## config.mk

```make
export PLATFORM = sky130hd
export DESIGN_NAME = wb_port_arbiter
export DESIGN_NICKNAME = d
export VERILOG_FILES = /design/src/rtl/wb_port_arbiter.sv
export SDC_FILE = /design/constraint.sdc
export NUM_CORES = 1
export LEC_CHECK = 0
export BUFFER_PORTS_ARGS = -buffer_cell sky130_fd_sc_hd__buf_2
export CORE_MARGIN = 2
export CORE_UTILIZATION = 40
export DETAILED_ROUTE_END_ITERATION = 7
export GPL_TIMING_DRIVEN = 1
export PLACE_DENSITY = 0.82
export SYNTH_ARGS = -nofsm -noshare
export SYNTH_HDL_FRONTEND = slang
export SYNTH_SLANG_ARGS = --single-unit
export TNS_END_PERCENT = 50
```

## constraint.sdc

```tcl
create_clock -name clock -period 3.3 [get_ports clock]
set_clock_uncertainty 0.15 [all_clocks]
set_input_delay 0.165 -clock clock [delete_from_list [all_inputs] [get_ports clock]]
set_output_delay 0.165 -clock clock [all_outputs]
set_load 0.01 [all_outputs]
```

## src/rtl/wb_port_arbiter.sv

```systemverilog
// Round-robin arbiter that shares the register file's single write port among
// NUM_REQ writeback producers, with a registered write stage and a contention counter.

module wb_arb_lane #(
  parameter int REG_W = 5
) (
  input  logic             valid_i,
  input  logic [REG_W-1:0] rd_i,
  output logic             elig_o,
  output logic             x0_o
);
  assign elig_o = valid_i && (rd_i != '0);
  assign x0_o   = valid_i && (rd_i == '0);
endmodule

module wb_port_arbiter #(
  parameter int NUM_REQ = 3,
  parameter int DATA_W  = 32,
  parameter int REG_W   = 5,
  parameter int CNT_W   = 16
) (
  input  logic                      clock,
  input  logic                      reset,
  input  logic [NUM_REQ-1:0]        req_valid,
  input  logic [NUM_REQ*REG_W-1:0]  req_rd,
  input  logic [NUM_REQ*DATA_W-1:0] req_data,
  output logic [NUM_REQ-1:0]        req_ready,
  input  logic                      flush,
  output logic                      rf_we,
  output logic [REG_W-1:0]          rf_waddr,
  output logic [DATA_W-1:0]         rf_wdata,
  output logic [CNT_W-1:0]          contention_cnt
);
  localparam int PTR_W = (NUM_REQ > 1) ? $clog2(NUM_REQ) : 1;

  logic [NUM_REQ-1:0]             elig, x0, gnt_oh;
  logic [NUM_REQ-1:0][REG_W-1:0]  rd_a;
  logic [NUM_REQ-1:0][DATA_W-1:0] data_a;
  logic                           gnt_vld, take, multi;
  logic [PTR_W-1:0]               gnt_idx, ptr_q, ptr_d;
  logic                           rf_we_q, rf_we_d;
  logic [REG_W-1:0]               rf_waddr_q, rf_waddr_d;
  logic [DATA_W-1:0]              rf_wdata_q, rf_wdata_d;
  logic [CNT_W-1:0]               cnt_q, cnt_d;

  for (genvar i = 0; i < NUM_REQ; i++) begin : g_lane
    assign rd_a[i]   = req_rd[i*REG_W +: REG_W];
    assign data_a[i] = req_data[i*DATA_W +: DATA_W];
    wb_arb_lane #(.REG_W(REG_W)) u_lane (
      .valid_i (req_valid[i]),
      .rd_i    (rd_a[i]),
      .elig_o  (elig[i]),
      .x0_o    (x0[i])
    );
  end

  // First eligible index at or after ptr, wrapping.
  always_comb begin
    gnt_vld = 1'b0;
    gnt_idx = '0;
    gnt_oh  = '0;
    for (int k = 0; k < NUM_REQ; k++) begin
      int idx;
      idx = int'(ptr_q) + k;
      if (idx >= NUM_REQ) idx = idx - NUM_REQ;
      if (!gnt_vld && elig[idx]) begin
        gnt_vld = 1'b1;
        gnt_idx = PTR_W'(idx);
      end
    end
    if (gnt_vld) gnt_oh[gnt_idx] = 1'b1;
  end

  // x0 writes are acked and dropped without touching the write port.
  assign req_ready = (reset || flush) ? '0 : (gnt_oh | x0);

  assign take  = gnt_vld && !flush;
  assign multi = $countones(elig) >= 2;

  always_comb begin
    rf_we_d    = take;
    rf_waddr_d = rf_waddr_q;
    rf_wdata_d = rf_wdata_q;
    ptr_d      = ptr_q;
    cnt_d      = cnt_q;
    if (take) begin
      rf_waddr_d = rd_a[gnt_idx];
      rf_wdata_d = data_a[gnt_idx];
      ptr_d      = (gnt_idx == PTR_W'(NUM_REQ - 1)) ? '0 : gnt_idx + PTR_W'(1);
    end
    if (!flush && multi && (cnt_q != '1)) cnt_d = cnt_q + CNT_W'(1);
  end

  always_ff @(posedge clock or posedge reset) begin
    if (reset) begin
      rf_we_q    <= 1'b0;
      rf_waddr_q <= '0;
      rf_wdata_q <= '0;
      ptr_q      <= '0;
      cnt_q      <= '0;
    end else begin
      rf_we_q    <= rf_we_d;
      rf_waddr_q <= rf_waddr_d;
      rf_wdata_q <= rf_wdata_d;
      ptr_q      <= ptr_d;
      cnt_q      <= cnt_d;
    end
  end

  assign rf_we          = rf_we_q;
  assign rf_waddr       = rf_waddr_q;
  assign rf_wdata       = rf_wdata_q;
  assign contention_cnt = cnt_q;
endmodule

```

Yosys cells after proc, flatten, opt, wreduce, memory -nomap -nowiden --
Index checks and enable logic that the tools add are counted. Widths: inputs -> output; s select.
Storage, ports and cells: register bits 56, bits of input ports 117, logic and storage cells 75
Cells by class: $add $sub $neg 9, magnitude comparators 9, equality and inequality tests 2, muxes and demuxes 27, bitwise operators 1, reduce and logical (&&, ||, !) cells 22
Operator list (count):
- $mux 32 | 4
- $lt 32x4->1 const B | 3
- $bmux 32 s2 | 1
- $add 16x1->16 const B | 1
- $ne 16x16->1 const B | 1
- $logic_not 5->1 | 3
- $reduce_bool 5->1 | 3
- $logic_and 1x1->1 | 12
- $bmux 5 s2 | 1
- $mux 1 | 10
- $ge 3x2->1 const B | 3
- $mux 2 | 4
- $sub 3x2->4 const B | 2
- $bmux 1 s2 | 3
- $mux 3 | 2
- $mux 5 | 1
- $add 2x1->3 | 1
- $add 2x1->3 const B | 1
- $add 2x2->3 const B | 1
- $logic_not 1->1 | 3
- $lt 2x3->1 const B | 1
- $or 3x3->3 | 1
- $sub 2x2->3 const B | 1
- $add 1x1->2 | 1
- other kinds (6) | 6

Depth between registers and ports, before layout --
Gate-level depths: netlist of the first run.
word-level depth 19, mapped depth 10, gate-level depth less buffers 9

Cells and area by module --
From an unflattened synthesis of the first run, not the netlist that was laid out.
Second synthesis, totals: cell total of the unflattened synthesis 389, area, all modules 3594.7 µm²
By module, submodules not included:
- wb_port_arbiter | instances 1, cells each 380, area each 3500.9 µm², sequential area each 1401.3 µm²
- wb_arb_lane | instances 3, cells each 3, area each 31.3 µm², sequential area each 0.0 µm²

Least setup slack after synthesis of the first run --
OpenSTA, ideal clock, no wires.
path kind register -> register, from register ptr_q[0], to register rf_wdata_q[22], in the netlist rf_wdata[22], setup time 136 ps, data arrival time 2280 ps, path slack 734 ps, cell stages (with the launch flop) 11, clock period less this slack 2566 ps, cell sequence dfrtp_1 > inv_1 > ha_1 > or3_1 > and2_1 > and4_1 > and2_1 > buf_4 > buf_6 > a222oi_1 > mux2i_1
On the way: longest elaborated chain between the ends 14, elaborated cells on any way between the ends 33, those cells by class add/sub: 5; order compare: 3; mux: 20; reduce/logical: 5
Ends and longest elaborated chain:
- start, declared | RTL line 40 | logic [PTR_W-1:0] gnt_idx, ptr_q, ptr_d;
- start signal, assigned | RTL line 105 | ptr_q <= ptr_d;
- parallel branches: the longest is 14 deep, another holds $sub 3x2->4
- end signal, assigned | RTL line 104 | rf_wdata_q <= rf_wdata_d;
- end, declared | RTL line 43 | logic [DATA_W-1:0] rf_wdata_q, rf_wdata_d;
Several ways; the timed one is not identified. The select of a mux whose other input is x is not followed. A chain may end at the register's enable or synchronous reset.

Final worst setup path of the first run --
from register ptr_q[0], to register rf_wdata_q[20], in the netlist rf_wdata[20]
The elaborated chain is that of the path after synthesis.

==> results.yml, run 1 <==
cts:
  cts_hold_buf: 7
  cts_resized: 0
  cts_tree: "done"
  clockRootBuffer: "clkbuf_8"
  clock-sinks: 56
  clock_latency_ns: 0.30
  path_clk_slew_ns: 0.10
  ctsHtreeMaxLevel: 2
  cts_setup_buffers: 0
  cts_inserted_buffers: 5
  cts_buffer_depth: 2
finish:
  area_delta_synth_final_pct: 35.5
  layout.cells.non_filler: 561
  layout_commonest_cell: "buf_2"
  diodes: 0
  layout-drive-gt1-share_pct: 44.2
  final_cell_mix: "buf_2 (173), dfrtp_1 (56), inv_1 (37), a222oi_1 (32), mux2i_1 (32)"
  fin_nets: 579
timing:
  period_minus_slack_ns: 2.85
  final.setup.tns_ns: 0
  fin_ws_ns: 0.455
  slew_headroom_pct: 44.0
  rsz0062_at_grt: "false"
  tightest_slew_ns: 0.838
  post-route-period-util_pct: 86.2
  fmax_mhz: 351
  hold_viol: 0
  finalMaxSlewViolations: 0
  setup_viol: 0
  hold_ws_ns: 0.00576
hold_path:
  hp-class: "primary input to register"
  min_from: "req_data[6]"
  worstHoldEndpoint: "rf_wdata[6]"
  min_path_cells: 3
global_route:
  grt_remaining_overflow: 0
  grt.total_usage_pct: 19.7
  antenna_found_initial: 0
  grt_pass1_vias: 2924
  grt_max_degree: 41
  grt_pass1_wl_mm: 13.6
synthesis:
  yosys_register_bits: 56
  yosysUniqueCellTypes: 40
  synth-edff-count: 0
  async_flop_share_pct: 100
  synth_area_mm2: 0.00312
  syn-mean-instance-area_um2: 11.0
  synthCells: 283
  mappedNetlistNets: 404
  synth_ff_type: "dfrtp_1"
  ys_warn_count: 0
  yosysSeqAreaShare_pct: 44.9
drt:
  routed_wl_mm: 8.78
  ant_nets: 0
  dr.pass1.iters: 6
  vias: 3016
  drc: 0
  post_drt_wl_per_cell_um: 15.7
  vias_per_cell: 5.38
  drt_iter0_drc: 228
floorplanning:
  start_util_pct: 40.8
  design.die.area_mm2: 0.00853
  core.rowCount: 32
  ioPinCount: 174
  die_w_um: 92.4
  core-area_mm2: 0.00765
  fp.dieH_um: 92.4
place:
  portBuffers: 173
  place_hpwl_mm: 6.46
  globalplace.congestion: 0.925
  place_ws_ns: 0.465
  dp.cells: 546
setup_path:
  endpoint_kind: "register"
  rr_worst_depth: 9
  cp.required_ns: 3.32
  cp_common_cell: "and2_1"
  timing.rr.start: "ptr_q[0]"
  crit_type: "register to register"
  cpPeakStageDelay_ns: 0.41
  cpMaxStageDelayCell: "or3_1"
  worstPathMaxFanout: 33
  path_cells: "inv_1 > ha_1 > or3_1 > and2_1 > and4_1 > and2_1 > buf_4 > a222oi_1 > mux2i_1"
  crit_arrival_ns: 2.87
  reg2reg_to: "rf_wdata[20]"
  rrSetupSlack_ns: 0.45
  startpoint_type: "register"
power:
  leakagePower_uw: 0.00231
  power.density_mw_per_mm2: 792
  max-vdd-ir-drop_v: 0.000331
flow_run:
  cap_viol_max_count: 0
run_status:
  outcome: "finished clean"
## registers in the layout, summed over array words and instances (netlist names)
register and cells:
rf_wdata 32, contention_cnt 16, ptr_q 2, rf_we 1, rf_waddr 5
## routing by layer
metal,up-vias,track usage (%),part of all wire (%)
met5,-,0,0
met4,0,5.85,1.5
met3,13,4.15,7.9
met2,156,35.4,50
met1,1436,23.6,40
li1,1411,-,-
## cells by family (layout without fill, tap and decap cells)
| group | after synthesis | count (layout) | synth area share, % |
|---|---|---|---|
| buffers and inverters | 57 | 233 | 8.65 |
| flip-flops | 56 | 56 | 44.9 |
| AO/OA/AOI/OAI | 55 | 55 | 16.9 |
| AND/OR/NAND/NOR | 55 | 55 | 9.42 |
| multiplexers | 40 | 40 | 14.0 |
| XOR/XNOR | 15 | 15 | 4.21 |
| adder cells (fa/ha/maj) | 5 | 5 | 1.96 |
## report_power, final
part           total (uW)  switching [uW]  internal [uW]
Clock                 445             220            225
Combinational        1760             952            810
Sequential           1140             174            969
Total                3350            1350           2000
## stage by stage
stage	instance area [um2]	power (uW)	utilization, %
finish	4230	3350	55.3
global route	4230	3610	55.3
CTS	4230	3380	55.3
detailed placement	4050	2910	52.9
global placement	4050	2840	52.9
floorplan	3120	2370	-
## synth_stat cells (2+ instances only)
library cell / count / share of area, %
a21oi_1: 3 / 0.48
a221o_1: 5 / 1.6
a222oi_1: 32 / 10
and2_1: 2 / 0.40
and3_1: 10 / 2.0
and4_1: 2 / 0.56
buf_2: 3 / 0.48
buf_4: 3 / 0.72
buf_6: 5 / 1.8
clkbuf_1: 5 / 0.60
dfrtp_1: 56 / 45
ha_1: 4 / 1.6
inv_1: 38 / 4.6
inv_2: 2 / 0.24
mux2_4: 7 / 3.4
mux2i_1: 32 / 10
nand2_1: 9 / 1.1
nand3_1: 5 / 0.80
nand4_1: 7 / 1.4
nor2_1: 13 / 1.6
nor3_1: 3 / 0.48
o211a_1: 2 / 0.64
o211ai_1: 3 / 0.72
o21a_1: 2 / 0.48
or4_4: 2 / 0.72
xnor2_1: 9 / 2.5
xor2_1: 6 / 1.7
## worst max path at each step
stage	from	to	slack (ns)
2_1_floorplan	ptr_q[0]	rf_wdata[22]	0.73
3_3_place_gp	ptr_q[0]	rf_wdata[8]	0.58
3_5_place_dp	ptr_q[0]	rf_wdata[21]	0.47
4_1_cts	ptr_q[0]	rf_wdata[21]	0.44
5_1_grt	ptr_q[0]	rf_wdata[29]	0.15
6_report	ptr_q[0]	rf_wdata[20]	0.45
## layout make-up
type                            count  area (um2)
Clock inverter                      3        42.5
Clock buffer                        5        68.8
Timing Repair Buffer              185         986
Tap cell                          102         128
Inverter                           40         150
Multi-Input combinational cell    170        1450
Sequential cell                    56        1400
Fill cell                         678        3420
## critical path, delay by kind of cell (launching register included)
kind | cells | cell delay (ns)
flip-flops | 1 | 0.39
AO/OA/AOI/OAI | 1 | 0.35
buffers and inverters | 2 | 0.30
multiplexers | 1 | 0.13
AND/OR/NAND/NOR | 4 | 1.00
adder cells (fa/ha/maj) | 1 | 0.38
No activity file was read; power rests on OpenSTA's default activity.
==> run 2: changes to the inputs <==
--- a/config.mk
+++ b/config.mk
@@ -7,10 +7,10 @@
 export LEC_CHECK = 0
 export BUFFER_PORTS_ARGS = -buffer_cell sky130_fd_sc_hd__buf_2
 export CORE_MARGIN = 2
-export CORE_UTILIZATION = 40
+export CORE_UTILIZATION = 26
 export DETAILED_ROUTE_END_ITERATION = 7
 export GPL_TIMING_DRIVEN = 1
-export PLACE_DENSITY = 0.82
+export PLACE_DENSITY = 0.61
 export SYNTH_ARGS = -nofsm -noshare
 export SYNTH_HDL_FRONTEND = slang
 export SYNTH_SLANG_ARGS = --single-unit
==> run 2 against run 1 <==
Sequential cell count did not move. First-iteration DRC count unchanged. Sequential share of layout area fell by 0.41 points. Sequential power hardly changed. Design area up 1.2%. Count of clock-buffer cells in the layout did not move. Fmax rose by 0.51%. Utilization shrank 19 points. Die area increased by 51%. Critical path depth stayed put. Setup slack gained 0.014 ns. Combinational power about the same. Critical endpoint is now rf_wdata[12].
==> results.yml, run 2 (synthesized netlist as in run 1, its figures left out) <==
drt:
  drt_iter0_drc: 228
  post_drt_wl_per_cell_um: 14.7
  route.met2.wl_mm: 4.45
  wl_met1_mm: 3.57
  routed_wl_mm: 8.82
  dr.pass1.iters: 6
  vias: 2938
  ant_nets: 0
  drc: 0
  vias_per_cell: 4.90
  highest_layer: "met4"
  wl_met3_um: 681
floorplanning:
  fp.dieH_um: 114
  ioPinCount: 174
  die_w_um: 114
  start_util_pct: 26.3
  design.die.area_mm2: 0.0129
  core.rowCount: 40
  core-area_mm2: 0.0119
setup_path:
  worstPathMaxFanout: 33
  rrSetupSlack_ns: 0.47
  path_cells: "inv_1 > ha_1 > or3_1 > and2_1 > and4_1 > and2_1 > buf_4 > a222oi_1 > mux2i_1"
  crit_family: "simple AND/OR/NAND/NOR gates"
  cp_common_cell: "and2_1"
  cpMaxStageDelayCell: "or3_1"
  endpoint_kind: "register"
  reg2reg_to: "rf_wdata[12]"
  crit_type: "register to register"
  cp.required_ns: 3.31
  crit_arrival_ns: 2.84
  cpPeakStageDelay_ns: 0.41
  startpoint_type: "register"
  path_buf_inv: 2
  rr_worst_depth: 9
  timing.rr.start: "ptr_q[0]"
timing:
  fmax_mhz: 353
  hold_ws_ns: 0.0107
  slew_headroom_pct: 51.6
  finalMaxSlewViolations: 0
  final.setup.tns_ns: 0
  post-route-period-util_pct: 85.8
  period_minus_slack_ns: 2.83
  hold_viol: 0
  tightest_slew_ns: 0.725
  rsz0062_at_grt: "false"
  setup_viol: 0
power:
  max-vdd-ir-drop_v: 0.000285
  total_power_uw: 3500
  power.density_mw_per_mm2: 818
  leakagePower_uw: 0.00231
cts:
  clock-sinks: 56
  cts_tree: "done"
  cts_resized: 0
  cts_setup_buffers: 0
  cts_inserted_buffers: 5
  cts_buffer_depth: 2
  cts_hold_buf: 1
  clock_latency_ns: 0.29
  path_clk_slew_ns: 0.07
  ctsHtreeMaxLevel: 2
  clockRootBuffer: "clkbuf_16"
global_route:
  grt_remaining_overflow: 0
  grt.total_usage_pct: 13.0
  grt_pass1_wl_mm: 13.4
  grt_max_degree: 41
  antenna_found_initial: 0
  grt_pass1_vias: 2778
finish:
  area_delta_synth_final_pct: 37.1
  largest_register_ffs: 32
  final_util_pct: 36.1
  fin_area_mm2: 0.00428
  layout_commonest_cell: "buf_2"
  final_cell_mix: "buf_2 (173), dfrtp_1 (56), inv_1 (37), a222oi_1 (32), mux2i_1 (32)"
  fin_nets: 573
  layout-drive-gt1-share_pct: 44.8
  diodes: 0
place:
  place_hpwl_mm: 6.55
  portBuffers: 173
  placed_area_mm2: 0.00411
  globalplace.congestion: 0.825
run_status:
  outcome: "finished clean"
hold_path:
  min_from: "req_data[30]"
  worstHoldEndpoint: "rf_wdata[30]"
  hp-class: "primary input to register"
  min_path_cells: 3
flow_run:
  cap_viol_max_count: 0
==> run 2: cell count changes in the layout (fill, tap and decap cells not counted) <==
cell,previous run,this run
clkbuf_16,0,5
clkbuf_8,5,0
dlygate4sd3_1,7,1
==> run 2: worst max path at each step <==
stage                         from           end  slack (ns)  depth (start not counted)
after global placement    ptr_q[0]  rf_wdata[11]        0.53                          9
after detailed placement  ptr_q[0]  rf_wdata[11]        0.47                          9
after global routing      ptr_q[0]  rf_wdata[11]        0.28                          9
after CTS                 ptr_q[0]  rf_wdata[11]        0.45                          9
after floorplan           ptr_q[0]  rf_wdata[22]        0.73                         10
final                     ptr_q[0]  rf_wdata[12]        0.47                          9
==> run 2: through the flow <==
step                      worst slack [ns]  std cells
final                                0.469        600
after global routing                 0.276        600
after CTS                            0.455        600
after detailed placement             0.468        591
after global placement               0.530        591
after floorplan                      0.734        283
==> run 2: metal layers <==
layer	track usage, %	vias up
met1	15.1	1403
met4	4.23	0
met2	23.4	127
li1	-	1398
met5	0	-
met3	3.29	10
==> run 2: tightest hold or removal path, cell delays in order <==
cell	delay, ns
buf_2	0.07
a222oi_1	0.05
mux2i_1	0.12
==> run 2: power breakdown <==
part	switching [uW]	internal, uW	total (uW)	leakage, uW
logic	955	804	1760	0.00154
clock network	248	357	605	0.0000798
registers	169	970	1140	0.000694
total	1370	2130	3500	0.00231
==> run 2: final cells by class <==
class / count / area (um2)
clock buffer: 5 / 125
clock inverter: 3 / 42.5
fill: 1195 / 7580
inverter: 40 / 150
multi-input combinational: 170 / 1450
sequential: 56 / 1400
tap: 147 / 184
timing repair buffer: 179 / 926
